`config.mk`:
```
export PLATFORM = sky130hd
export DESIGN_NAME = gpp_alu_flat
export DESIGN_NICKNAME = d
export VERILOG_FILES = /design/src/rtl/gpp_alu_pkg.sv /design/src/rtl/gpp_alu_if.sv /design/src/rtl/gpp_alu_instr_decoder.sv /design/src/rtl/gpp_alu.sv /design/src/flat_wrapper.sv
export SDC_FILE = /design/constraint.sdc
export NUM_CORES = 1
export LEC_CHECK = 0
export ABC_CLOCK_PERIOD_IN_PS = 2600
export CAP_MARGIN = 30
export CORE_ASPECT_RATIO = 2
export CORE_MARGIN = 2
export CORE_UTILIZATION = 55
export CTS_BUF_LIST = sky130_fd_sc_hd__clkbuf_8
export DETAILED_ROUTE_END_ITERATION = 7
export PLACE_DENSITY = 0.93
export SLEW_MARGIN = 20
export SYNTH_ARGS = -nofsm -noshare
export SYNTH_HDL_FRONTEND = slang
export SYNTH_SLANG_ARGS = --single-unit
```
`constraint.sdc`:
```
create_clock -name clk -period 2.6 [get_ports clk]
set_clock_uncertainty 0.15 [all_clocks]
set_input_delay 0.39 -clock clk [delete_from_list [all_inputs] [get_ports clk]]
set_output_delay 0.39 -clock clk [all_outputs]
set_load 0.02 [all_outputs]
```
`src/rtl/gpp_alu_pkg.sv`:
```
// ============================================================================
// Module      : gpp_alu_pkg
// Description : Shared width, ALU op-code and instruction-field constants.
// Revision    : 1.0
// ============================================================================
`default_nettype none

package gpp_alu_pkg;

    localparam int D_WIDTH = 32;

    localparam logic [2:0] c_ADD = 3'b000;
    localparam logic [2:0] c_SUB = 3'b001;
    localparam logic [2:0] c_MUL = 3'b010;
    localparam logic [2:0] c_DIV = 3'b011;
    localparam logic [2:0] c_SLL = 3'b100;
    localparam logic [2:0] c_SRL = 3'b101;

    localparam int c_OP_MSB  = 31;
    localparam int c_OP_LSB  = 26;
    localparam int c_RS_MSB  = 25;
    localparam int c_RS_LSB  = 21;
    localparam int c_RT_MSB  = 20;
    localparam int c_RT_LSB  = 16;
    localparam int c_RD_MSB  = 15;
    localparam int c_RD_LSB  = 11;
    localparam int c_SH_MSB  = 10;
    localparam int c_SH_LSB  = 6;
    localparam int c_FN_MSB  = 5;
    localparam int c_FN_LSB  = 0;
    localparam int c_IMM_MSB = 15;
    localparam int c_IMM_LSB = 0;

    localparam int c_SHAMT_W = 5;

endpackage

`default_nettype wire

```
`src/rtl/gpp_alu_if.sv`:
```
// ============================================================================
// Module      : gpp_alu_if
// Description : Request/response bundle between an ALU client and gpp_alu.
// Revision    : 1.0
// ============================================================================
`default_nettype none

interface gpp_alu_if #(
    parameter int D_WIDTH = gpp_alu_pkg::D_WIDTH
);
    logic [31:0]        instr;
    logic [2:0]         op_code;
    logic [D_WIDTH-1:0] operand1;
    logic [D_WIDTH-1:0] operand2;
    logic               enable;

    logic [5:0]         op;
    logic [4:0]         rs;
    logic [4:0]         rt;
    logic [4:0]         rd;
    logic [4:0]         sh;
    logic [5:0]         fn;
    logic [D_WIDTH-1:0] imm;
    logic [D_WIDTH-1:0] result;
    logic               valid;
    logic               div_by_zero;

    modport master (
        output instr, op_code, operand1, operand2, enable,
        input  op, rs, rt, rd, sh, fn, imm, result, valid, div_by_zero
    );

    modport slave (
        input  instr, op_code, operand1, operand2, enable,
        output op, rs, rt, rd, sh, fn, imm, result, valid, div_by_zero
    );
endinterface

`default_nettype wire

```
`src/rtl/gpp_alu_instr_decoder.sv`:
```
// ============================================================================
// Module      : instr_decoder
// Description : Purely combinational split of a 32-bit instruction word.
// Revision    : 1.0
// ============================================================================
`default_nettype none

module instr_decoder #(
    parameter int D_WIDTH = gpp_alu_pkg::D_WIDTH
) (
    input  wire logic [31:0]        i_instr,
    output logic      [5:0]         o_op,
    output logic      [4:0]         o_rs,
    output logic      [4:0]         o_rt,
    output logic      [4:0]         o_rd,
    output logic      [4:0]         o_sh,
    output logic      [5:0]         o_fn,
    output logic      [D_WIDTH-1:0] o_imm
);
    import gpp_alu_pkg::*;

    assign o_op  = i_instr[c_OP_MSB:c_OP_LSB];
    assign o_rs  = i_instr[c_RS_MSB:c_RS_LSB];
    assign o_rt  = i_instr[c_RT_MSB:c_RT_LSB];
    assign o_rd  = i_instr[c_RD_MSB:c_RD_LSB];
    assign o_sh  = i_instr[c_SH_MSB:c_SH_LSB];
    assign o_fn  = i_instr[c_FN_MSB:c_FN_LSB];
    assign o_imm = {{(D_WIDTH-16){1'b0}}, i_instr[c_IMM_MSB:c_IMM_LSB]};

endmodule

`default_nettype wire

```
`src/rtl/gpp_alu.sv`:
```
// ============================================================================
// Module      : gpp_alu
// Description : Instruction field decoder plus single-cycle registered ALU.
//               Multiply/divide present only when ALU_MULDIV_EN is defined.
// Revision    : 1.0
// ============================================================================
`default_nettype none

module gpp_alu #(
    parameter int D_WIDTH = gpp_alu_pkg::D_WIDTH
) (
    input  wire logic  clk,
    input  wire logic  rst,
    gpp_alu_if.slave   bus
);
    import gpp_alu_pkg::*;

    logic [D_WIDTH-1:0]   w_result;
    logic                 w_dbz;
    logic [c_SHAMT_W-1:0] w_shamt;

    logic [D_WIDTH-1:0]   r_result;
    logic                 r_valid;
    logic                 r_dbz;

    instr_decoder #(
        .D_WIDTH (D_WIDTH)
    ) u_instr_decoder (
        .i_instr (bus.instr),
        .o_op    (bus.op),
        .o_rs    (bus.rs),
        .o_rt    (bus.rt),
        .o_rd    (bus.rd),
        .o_sh    (bus.sh),
        .o_fn    (bus.fn),
        .o_imm   (bus.imm)
    );

    // Only the low five bits of operand2 steer the shifter.
    assign w_shamt = bus.operand2[c_SHAMT_W-1:0];

    always_comb begin
        w_result = '0;
        w_dbz    = 1'b0;
        case (bus.op_code)
            c_ADD: w_result = bus.operand1 + bus.operand2;
            c_SUB: w_result = bus.operand1 - bus.operand2;
`ifdef ALU_MULDIV_EN
            c_MUL: w_result = bus.operand1 * bus.operand2;
            c_DIV: begin
                if (bus.operand2 == '0) begin
                    w_result = '1;
                    w_dbz    = 1'b1;
                end else begin
                    w_result = bus.operand1 / bus.operand2;
                end
            end
`else
            c_MUL: w_result = '0;
            c_DIV: w_result = '0;
`endif
            c_SLL: w_result = bus.operand1 << w_shamt;
            c_SRL: w_result = bus.operand1 >> w_shamt;
            default: w_result = '0;
        endcase
    end

    always_ff @(posedge clk or posedge rst) begin
        if (rst) begin
            r_result <= '0;
            r_valid  <= 1'b0;
            r_dbz    <= 1'b0;
        end else if (bus.enable) begin
            r_result <= w_result;
            r_valid  <= 1'b1;
            r_dbz    <= w_dbz;
        end else begin
            r_valid  <= 1'b0;
        end
    end

    assign bus.result      = r_result;
    assign bus.valid       = r_valid;
    assign bus.div_by_zero = r_dbz;

endmodule

`default_nettype wire

```
`src/flat_wrapper.sv`:
```
// flat-port wrapper written by rule: the top's interface ports become plain ports
module gpp_alu_flat import gpp_alu_pkg::*;
#(
    parameter int D_WIDTH = gpp_alu_pkg::D_WIDTH
)
  (clk, rst, bus_instr, bus_op_code, bus_operand1, bus_operand2, bus_enable, bus_op, bus_rs, bus_rt, bus_rd, bus_sh, bus_fn, bus_imm, bus_result, bus_valid, bus_div_by_zero);
  gpp_alu_if #(.D_WIDTH(D_WIDTH)) bus_i ();
  input  wire logic clk;
  input  wire logic rst;
  input wire logic [$bits(bus_i.instr)-1:0] bus_instr;
  input wire logic [$bits(bus_i.op_code)-1:0] bus_op_code;
  input wire logic [$bits(bus_i.operand1)-1:0] bus_operand1;
  input wire logic [$bits(bus_i.operand2)-1:0] bus_operand2;
  input wire logic [$bits(bus_i.enable)-1:0] bus_enable;
  output wire logic [$bits(bus_i.op)-1:0] bus_op;
  output wire logic [$bits(bus_i.rs)-1:0] bus_rs;
  output wire logic [$bits(bus_i.rt)-1:0] bus_rt;
  output wire logic [$bits(bus_i.rd)-1:0] bus_rd;
  output wire logic [$bits(bus_i.sh)-1:0] bus_sh;
  output wire logic [$bits(bus_i.fn)-1:0] bus_fn;
  output wire logic [$bits(bus_i.imm)-1:0] bus_imm;
  output wire logic [$bits(bus_i.result)-1:0] bus_result;
  output wire logic [$bits(bus_i.valid)-1:0] bus_valid;
  output wire logic [$bits(bus_i.div_by_zero)-1:0] bus_div_by_zero;
  assign bus_i.instr = bus_instr;
  assign bus_i.op_code = bus_op_code;
  assign bus_i.operand1 = bus_operand1;
  assign bus_i.operand2 = bus_operand2;
  assign bus_i.enable = bus_enable;
  assign bus_op = bus_i.op;
  assign bus_rs = bus_i.rs;
  assign bus_rt = bus_i.rt;
  assign bus_rd = bus_i.rd;
  assign bus_sh = bus_i.sh;
  assign bus_fn = bus_i.fn;
  assign bus_imm = bus_i.imm;
  assign bus_result = bus_i.result;
  assign bus_valid = bus_i.valid;
  assign bus_div_by_zero = bus_i.div_by_zero;
  gpp_alu #(.D_WIDTH(D_WIDTH)) u_core (.clk(clk), .rst(rst), .bus(bus_i));
endmodule
```
==> results of run 1 <==
[routing by layer]
layer / track usage / GRT overflow
met3: 0.4222 / 0
met5: 0.04727 / 0
met1: 0.6523 / 0
met4: 0.6365 / 2
met2: 0.8505 / 1
[cell usage after synthesis (3+ instances only)]
| master | number | area (um^2) |
|---|---|---|
| sky130_fd_sc_hd__nand2_1 | 59 | 221.5 |
| sky130_fd_sc_hd__inv_1 | 17 | 63.81 |
| sky130_fd_sc_hd__o22ai_1 | 19 | 118.9 |
| sky130_fd_sc_hd__o32ai_1 | 3 | 26.28 |
| sky130_fd_sc_hd__nand4_1 | 3 | 18.77 |
| sky130_fd_sc_hd__nor3_1 | 12 | 60.06 |
| sky130_fd_sc_hd__clkbuf_1 | 38 | 142.6 |
| sky130_fd_sc_hd__a211o_1 | 5 | 43.79 |
| sky130_fd_sc_hd__o41ai_1 | 4 | 35.03 |
| sky130_fd_sc_hd__mux4_2 | 52 | 1171 |
| sky130_fd_sc_hd__or2_2 | 4 | 25.02 |
| sky130_fd_sc_hd__and2_1 | 5 | 31.28 |
| sky130_fd_sc_hd__buf_1 | 6 | 22.52 |
| sky130_fd_sc_hd__buf_4 | 69 | 518.0 |
| sky130_fd_sc_hd__a22oi_1 | 9 | 67.56 |
| sky130_fd_sc_hd__o21ai_0 | 59 | 295.3 |
| sky130_fd_sc_hd__a21oi_1 | 83 | 415.4 |
| sky130_fd_sc_hd__nor4_1 | 3 | 18.77 |
| sky130_fd_sc_hd__nor2_1 | 127 | 476.7 |
| sky130_fd_sc_hd__a21o_1 | 23 | 172.7 |
| sky130_fd_sc_hd__o31ai_1 | 6 | 45.04 |
| sky130_fd_sc_hd__and3_1 | 6 | 37.54 |
| sky130_fd_sc_hd__o211ai_1 | 7 | 52.55 |
| sky130_fd_sc_hd__a211oi_1 | 8 | 60.06 |
| sky130_fd_sc_hd__mux2i_1 | 53 | 530.5 |
| sky130_fd_sc_hd__a221oi_1 | 5 | 43.79 |
| sky130_fd_sc_hd__dfrtp_1 | 33 | 825.8 |
| sky130_fd_sc_hd__a2bb2oi_1 | 3 | 26.28 |
| sky130_fd_sc_hd__or3_1 | 6 | 37.54 |
| sky130_fd_sc_hd__a21boi_0 | 3 | 22.52 |
| sky130_fd_sc_hd__o21a_1 | 8 | 60.06 |
| sky130_fd_sc_hd__xnor2_1 | 27 | 236.5 |
| sky130_fd_sc_hd__mux2_2 | 8 | 90.09 |
| sky130_fd_sc_hd__xor2_1 | 26 | 227.7 |
| sky130_fd_sc_hd__buf_2 | 9 | 45.04 |
| sky130_fd_sc_hd__ha_1 | 33 | 412.9 |
| sky130_fd_sc_hd__o2111ai_1 | 3 | 26.28 |
| sky130_fd_sc_hd__a31oi_1 | 6 | 37.54 |
| sky130_fd_sc_hd__o221ai_1 | 6 | 52.55 |
| sky130_fd_sc_hd__nor3b_1 | 3 | 22.52 |
| sky130_fd_sc_hd__o21bai_1 | 5 | 37.54 |
| sky130_fd_sc_hd__nand3_1 | 20 | 100.1 |
| sky130_fd_sc_hd__nand2b_1 | 8 | 50.05 |
[per-stage QoR]
step / cell area, um^2 / hold slack (ns) / utilization / std cells / TNS (ns)
CTS: 11250 / 0.3390 / 0.8416 / 1393 / -14.92
floorplan: 7899 / 0.2714 / - / 953 / -14.61
detailed placement: 10140 / 0.3227 / 0.7592 / 1339 / -37.99
global placement: 10140 / 0.3215 / 0.7592 / 1339 / -33.60
[cells by family after synthesis]
logic type	Yosys count	synth area share
adders and majority gates	34	0.05798
AOI/OAI and AO/OA	286	0.2458
and+or+nand+nor	271	0.1684
buffers and inverters	145	0.1124
muxes	113	0.2399
other	1	0.0005022
DFF	33	0.1106
xor gates and xnor gates	54	0.06434
[timing repair]
action	in CTS
resized for setup	212
setup buffers	52
endpoints found under the setup margin	32
pin swaps	120
endpoints found under the hold margin	0
hold buffers	0
==> results.cfg, run 1 <==
[global_route]
grt_max_degree = 66
gr-total-overflow = 3
global_route_wire_length_before_repair_um = 71590
vias_in_the_first_global_route = 12160
grt_util_all_layers = 0.6454

[yosys]
post_synth_instance_area_um2 = 7467
synth_cell_type_count = 76
synth_seq_area_share = 0.1106
synth-edff-count = 0
async_flop_share = 1.000
ys_warn_count = 0
ys_seq_elements = 33
syn_inst = 937
postSynth.topFlopCell = sky130_fd_sc_hd__dfrtp_1
syn_avg_cell_area_um2 = 7.969

[outcome]
stop_error = [ERROR GRT-0116] Global routing finished with congestion. Check the congestion regions in the DRC Viewer.
run_status = aborted with a tool error
last_flow_stage_reached = global routing

[placement]
place.gp.congestion = 1.283
detailedPlace.worstSlack_ns = -1.792
placement.io_buffers = 102
hpwl_after_dpl_um = 25930

[floorplan]
ioPinCount = 200
rows = 60
floorplan.initialDensity = 0.5588
die_y_um = 168.8
chipWidth_um = 86.39

[clock_tree]
clock-sinks = 33
clk_path_buf_depth = 2
cts_inserted_buffers = 5
htree_num_levels = 2
clock_root_buffer_master = sky130_fd_sc_hd__clkbuf_8
==> run 2: changes to the inputs <==
--- a/config.mk
+++ b/config.mk
@@ -7,12 +7,10 @@
 export LEC_CHECK = 0
 export ABC_CLOCK_PERIOD_IN_PS = 2600
 export CAP_MARGIN = 30
-export CORE_ASPECT_RATIO = 2
 export CORE_MARGIN = 2
-export CORE_UTILIZATION = 55
-export CTS_BUF_LIST = sky130_fd_sc_hd__clkbuf_8
+export CORE_UTILIZATION = 40
 export DETAILED_ROUTE_END_ITERATION = 7
-export PLACE_DENSITY = 0.93
+export PLACE_DENSITY_LB_ADDON = 0.15
 export SLEW_MARGIN = 20
 export SYNTH_ARGS = -nofsm -noshare
 export SYNTH_HDL_FRONTEND = slang
==> run 2 against run 1 <==
Compared with the run above: the flow now finishes, with violations (setup timing); area after synthesis unchanged; synthesized cell count stayed put.
==> results.cfg, run 2 <==
[outcome]
run_status = finished with violations
violations = setup timing

[finish]
area_occupied_by_multi_input_gates_um2 = 6908
largest_register_ffs = 32
final_cell_count_no_fill = 1505
most-common-layout-cells = 289 x sky130_fd_sc_hd__buf_4, 114 x sky130_fd_sc_hd__nor2_1, 77 x sky130_fd_sc_hd__clkdlybuf4s50_1
layout.nets = 1411
area_delta_synth_final_pct = 61.50
drive_above_1_share = 0.4608
most_common_cell_after_layout_fill_and_taps_aside = sky130_fd_sc_hd__buf_4
num_antenna_cells = 0
final-seq-area_um2 = 825.8
layout.filler_cells = 1501

[clock_tree]
clk_path_buf_depth = 2
cts_inserted_buffers = 5
clock_root_buffer_master = sky130_fd_sc_hd__clkbuf_16
htree_num_levels = 2
cts_tree = yes
cts_hold_buf = 0
clkSlewWorstSetupHoldPaths_ns = 0.06
clk_latency_ns = 0.28
clock-sinks = 33

[sta]
timing.final.ws_setup_ns = -0.9396
totalNegativeSetupSlack_ns = -16.41
period_share = 1.361
max_freq_mhz = 282.5
slew_violations = 0
worst_slew_pin_slew_ns = 0.6502
hold_viol_final = 0
grt_setup_unrepaired = true
period_minus_slack_ns = 3.540
timing.hold.ws_ns = 0.3331
setup-violations-final = 28
max_slew_margin = 0.5665

[power_and_ir_drop]
clkPwrFrac = 0.156
switch_share = 0.4166
static_leakage_power_nw = 5.353
comb_power_share = 0.708
power.density_cell_area_nw_per_um2 = 380.2
power_mw = 4.585
internal_power_mw = 2.675
ir_worst_vdd_uv = 247.0
netsw_mw = 1.910
power.sequential.fraction = 0.136

[placement]
hpwl_after_dpl_um = 24050
place.gp.congestion = 1.000
numPlacedInstances = 1440
placement.io_buffers = 102
detailedPlace.worstSlack_ns = -1.601

[worst_setup_path]
crit_path_arrival_time_ns = 3.55
cp_num_buf_inv = 2
timing.setup.critical_path_class = input port to register
critical_path.endpoint_type = register
path_max_fanout = 4
required_ns = 2.61
crit_path_start_kind = input port
slowest_cell_on_the_critical_path = sky130_fd_sc_hd__or4_4
critical_path.top_delay_family = compound AO/OA/AOI/OAI gates
crit_chain = buf_6 > or4_4 > or3_4 > nor2_4 > buf_6 > a21oi_4 > xnor2_1 > ha_1 > a21o_2 > a21o_1 > a21o_1 > a31oi_2 > o21ai_1 > a21oi_1 > xor2_1 > o21ai_1
timing.critical_path.slowest_cell_delay_ns = 0.52

[yosys]
syn_inst = 937
synth.most_common_cell = sky130_fd_sc_hd__nor2_1
ys_top_cells_by_area = sky130_fd_sc_hd__mux4_2 16%, sky130_fd_sc_hd__dfrtp_1 11%, sky130_fd_sc_hd__mux2i_1 7.1%
synth_cell_type_count = 76
synth_top_area_share = 0.1568
synth.cells.most_frequent = 127 x sky130_fd_sc_hd__nor2_1, 83 x sky130_fd_sc_hd__a21oi_1, 69 x sky130_fd_sc_hd__buf_4, 59 x sky130_fd_sc_hd__nand2_1, 59 x sky130_fd_sc_hd__o21ai_0
async_flop_share = 1.000
cell_type_with_the_highest_aggregate_area_in_the_netlist = sky130_fd_sc_hd__mux4_2
ys_seq_elements = 33
synth-edff-count = 0
ys_warn_count = 0
syn_avg_cell_area_um2 = 7.969
synth_seq_area_share = 0.1106
post_synth_instance_area_um2 = 7467
postSynth.topFlopCell = sky130_fd_sc_hd__dfrtp_1

[run]
maxCapViolations = 0

[floorplan]
die_area_um2 = 19780
core_area_um2 = 18150
rows = 49
ioPinCount = 200
die_y_um = 140.6
floorplan.initialDensity = 0.4115
chipWidth_um = 140.6

[drt]
vias = 8895
wl_um = 31180
drtIter0Drc = 712
detail-route-antenna-nets = 0
routed_wire_length_per_instance_um = 20.71
remaining_drc_errors = 0
drt_first_pass_iters = 5
routed_via_density = 5.910

[global_route]
grt_util_all_layers = 0.3021
gr-total-overflow = 0
grt_max_degree = 66
vias_in_the_first_global_route = 8483
antenna_found_initial = 0
global_route_wire_length_before_repair_um = 46930

[worst_hold_path]
timing.hold.worst.class = register to register
==> run 2: cell counts after synthesis <==
No cell type changed its count.
==> run 2: final timing paths <==
path | cells past startpoint | slack (ns) | from | endpoint
worst max-delay path | 16 | -0.94 | bus_operand2[15] | u_core.bus.result[29]
worst min-delay path | 2 | 0.33 | u_core.bus.result[3] | u_core.bus.result[3]
worst max register to register | 4 | 1.22 | u_core.bus.result[19] | u_core.bus.result[19]
worst min register to register | 2 | 0.33 | u_core.bus.result[3] | u_core.bus.result[3]
max in group asynchronous | 3 | 1.62 | rst | u_core.bus.result[5]
min in group asynchronous | 3 | 0.37 | rst | u_core.bus.result[14]
==> run 2: power groups by stage <==
stage | sequential (mW) | combinational, mW | clock [mW]
after global routing | 0.631 | 3.43 | 0.738
final | 0.623 | 3.25 | 0.714
after floorplan | 0.706 | 1.40 | 0
after global placement | 0.633 | 2.63 | 0
after detailed placement | 0.632 | 2.63 | 0
after CTS | 0.624 | 2.94 | 0.722
==> run 2: kinds of logic after synthesis <==
logic type,count (synthesis),share of synthesized area
compound gates,286,0.2458
simple gates,271,0.1684
buf+inv,145,0.1124
mux,113,0.2399
xor+xnor,54,0.06434
fa+ha+maj,34,0.05798
flops,33,0.1106
other cells,1,0.0005022
==> run 2: worst register-to-register path, delay by kind of cell (launching register included) <==
family             cells  cell delay, ns
AOI/OAI and AO/OA      1            0.14
DFF                    1            0.41
and+or+nand+nor        3            0.55
==> run 2: timing repair <==
action / 4_1_cts / 5_1_grt
buffers inserted: 41 / 27
pin swaps: 106 / 103
gates resized for setup: 200 / 99
gates cloned: 1 / 0
setup endpoints to repair: 32 / 32
==> run 2: cell type report <==
class,count,share of cell area
Timing Repair Buffer,441,0.3137
Inverter,19,0.006952
Clock inverter,1,0.002490
Tap cell,229,0.02376
Multi-Input combinational cell,775,0.5728
Sequential cell,33,0.06848
Clock buffer,7,0.01183
==> run 2: metrics by stage <==
step	area, um^2	utilization
2_1_floorplan	7899	-
3_3_place_gp	10430	0.5746
3_5_place_dp	10430	0.5746
4_1_cts	11430	0.6296
5_1_grt	12060	0.6645
6_report	12060	0.6645
==> run 2: metal layers <==
metal | wire (um) | part of all wire | vias up | track usage
li1 | - | - | 4112 | -
met1 | 12780 | 0.41 | 4290 | 0.4193
met2 | 14500 | 0.47 | 424 | 0.4793
met3 | 2871 | 0.092 | 69 | 0.05910
met4 | 1023 | 0.033 | 0 | 0.08947
met5 | 0 | 0 | - | 0
Note: power is estimated with default switching activity, not from simulation.
==> run 3: changes to the inputs <==
--- a/config.mk
+++ b/config.mk
@@ -11,7 +11,6 @@
 export CORE_UTILIZATION = 40
 export DETAILED_ROUTE_END_ITERATION = 7
 export PLACE_DENSITY_LB_ADDON = 0.15
-export SLEW_MARGIN = 20
 export SYNTH_ARGS = -nofsm -noshare
 export SYNTH_HDL_FRONTEND = slang
 export SYNTH_SLANG_ARGS = --single-unit
==> results of run 3 <==
Final layout, timing and power as in run 2 (identical DEF).
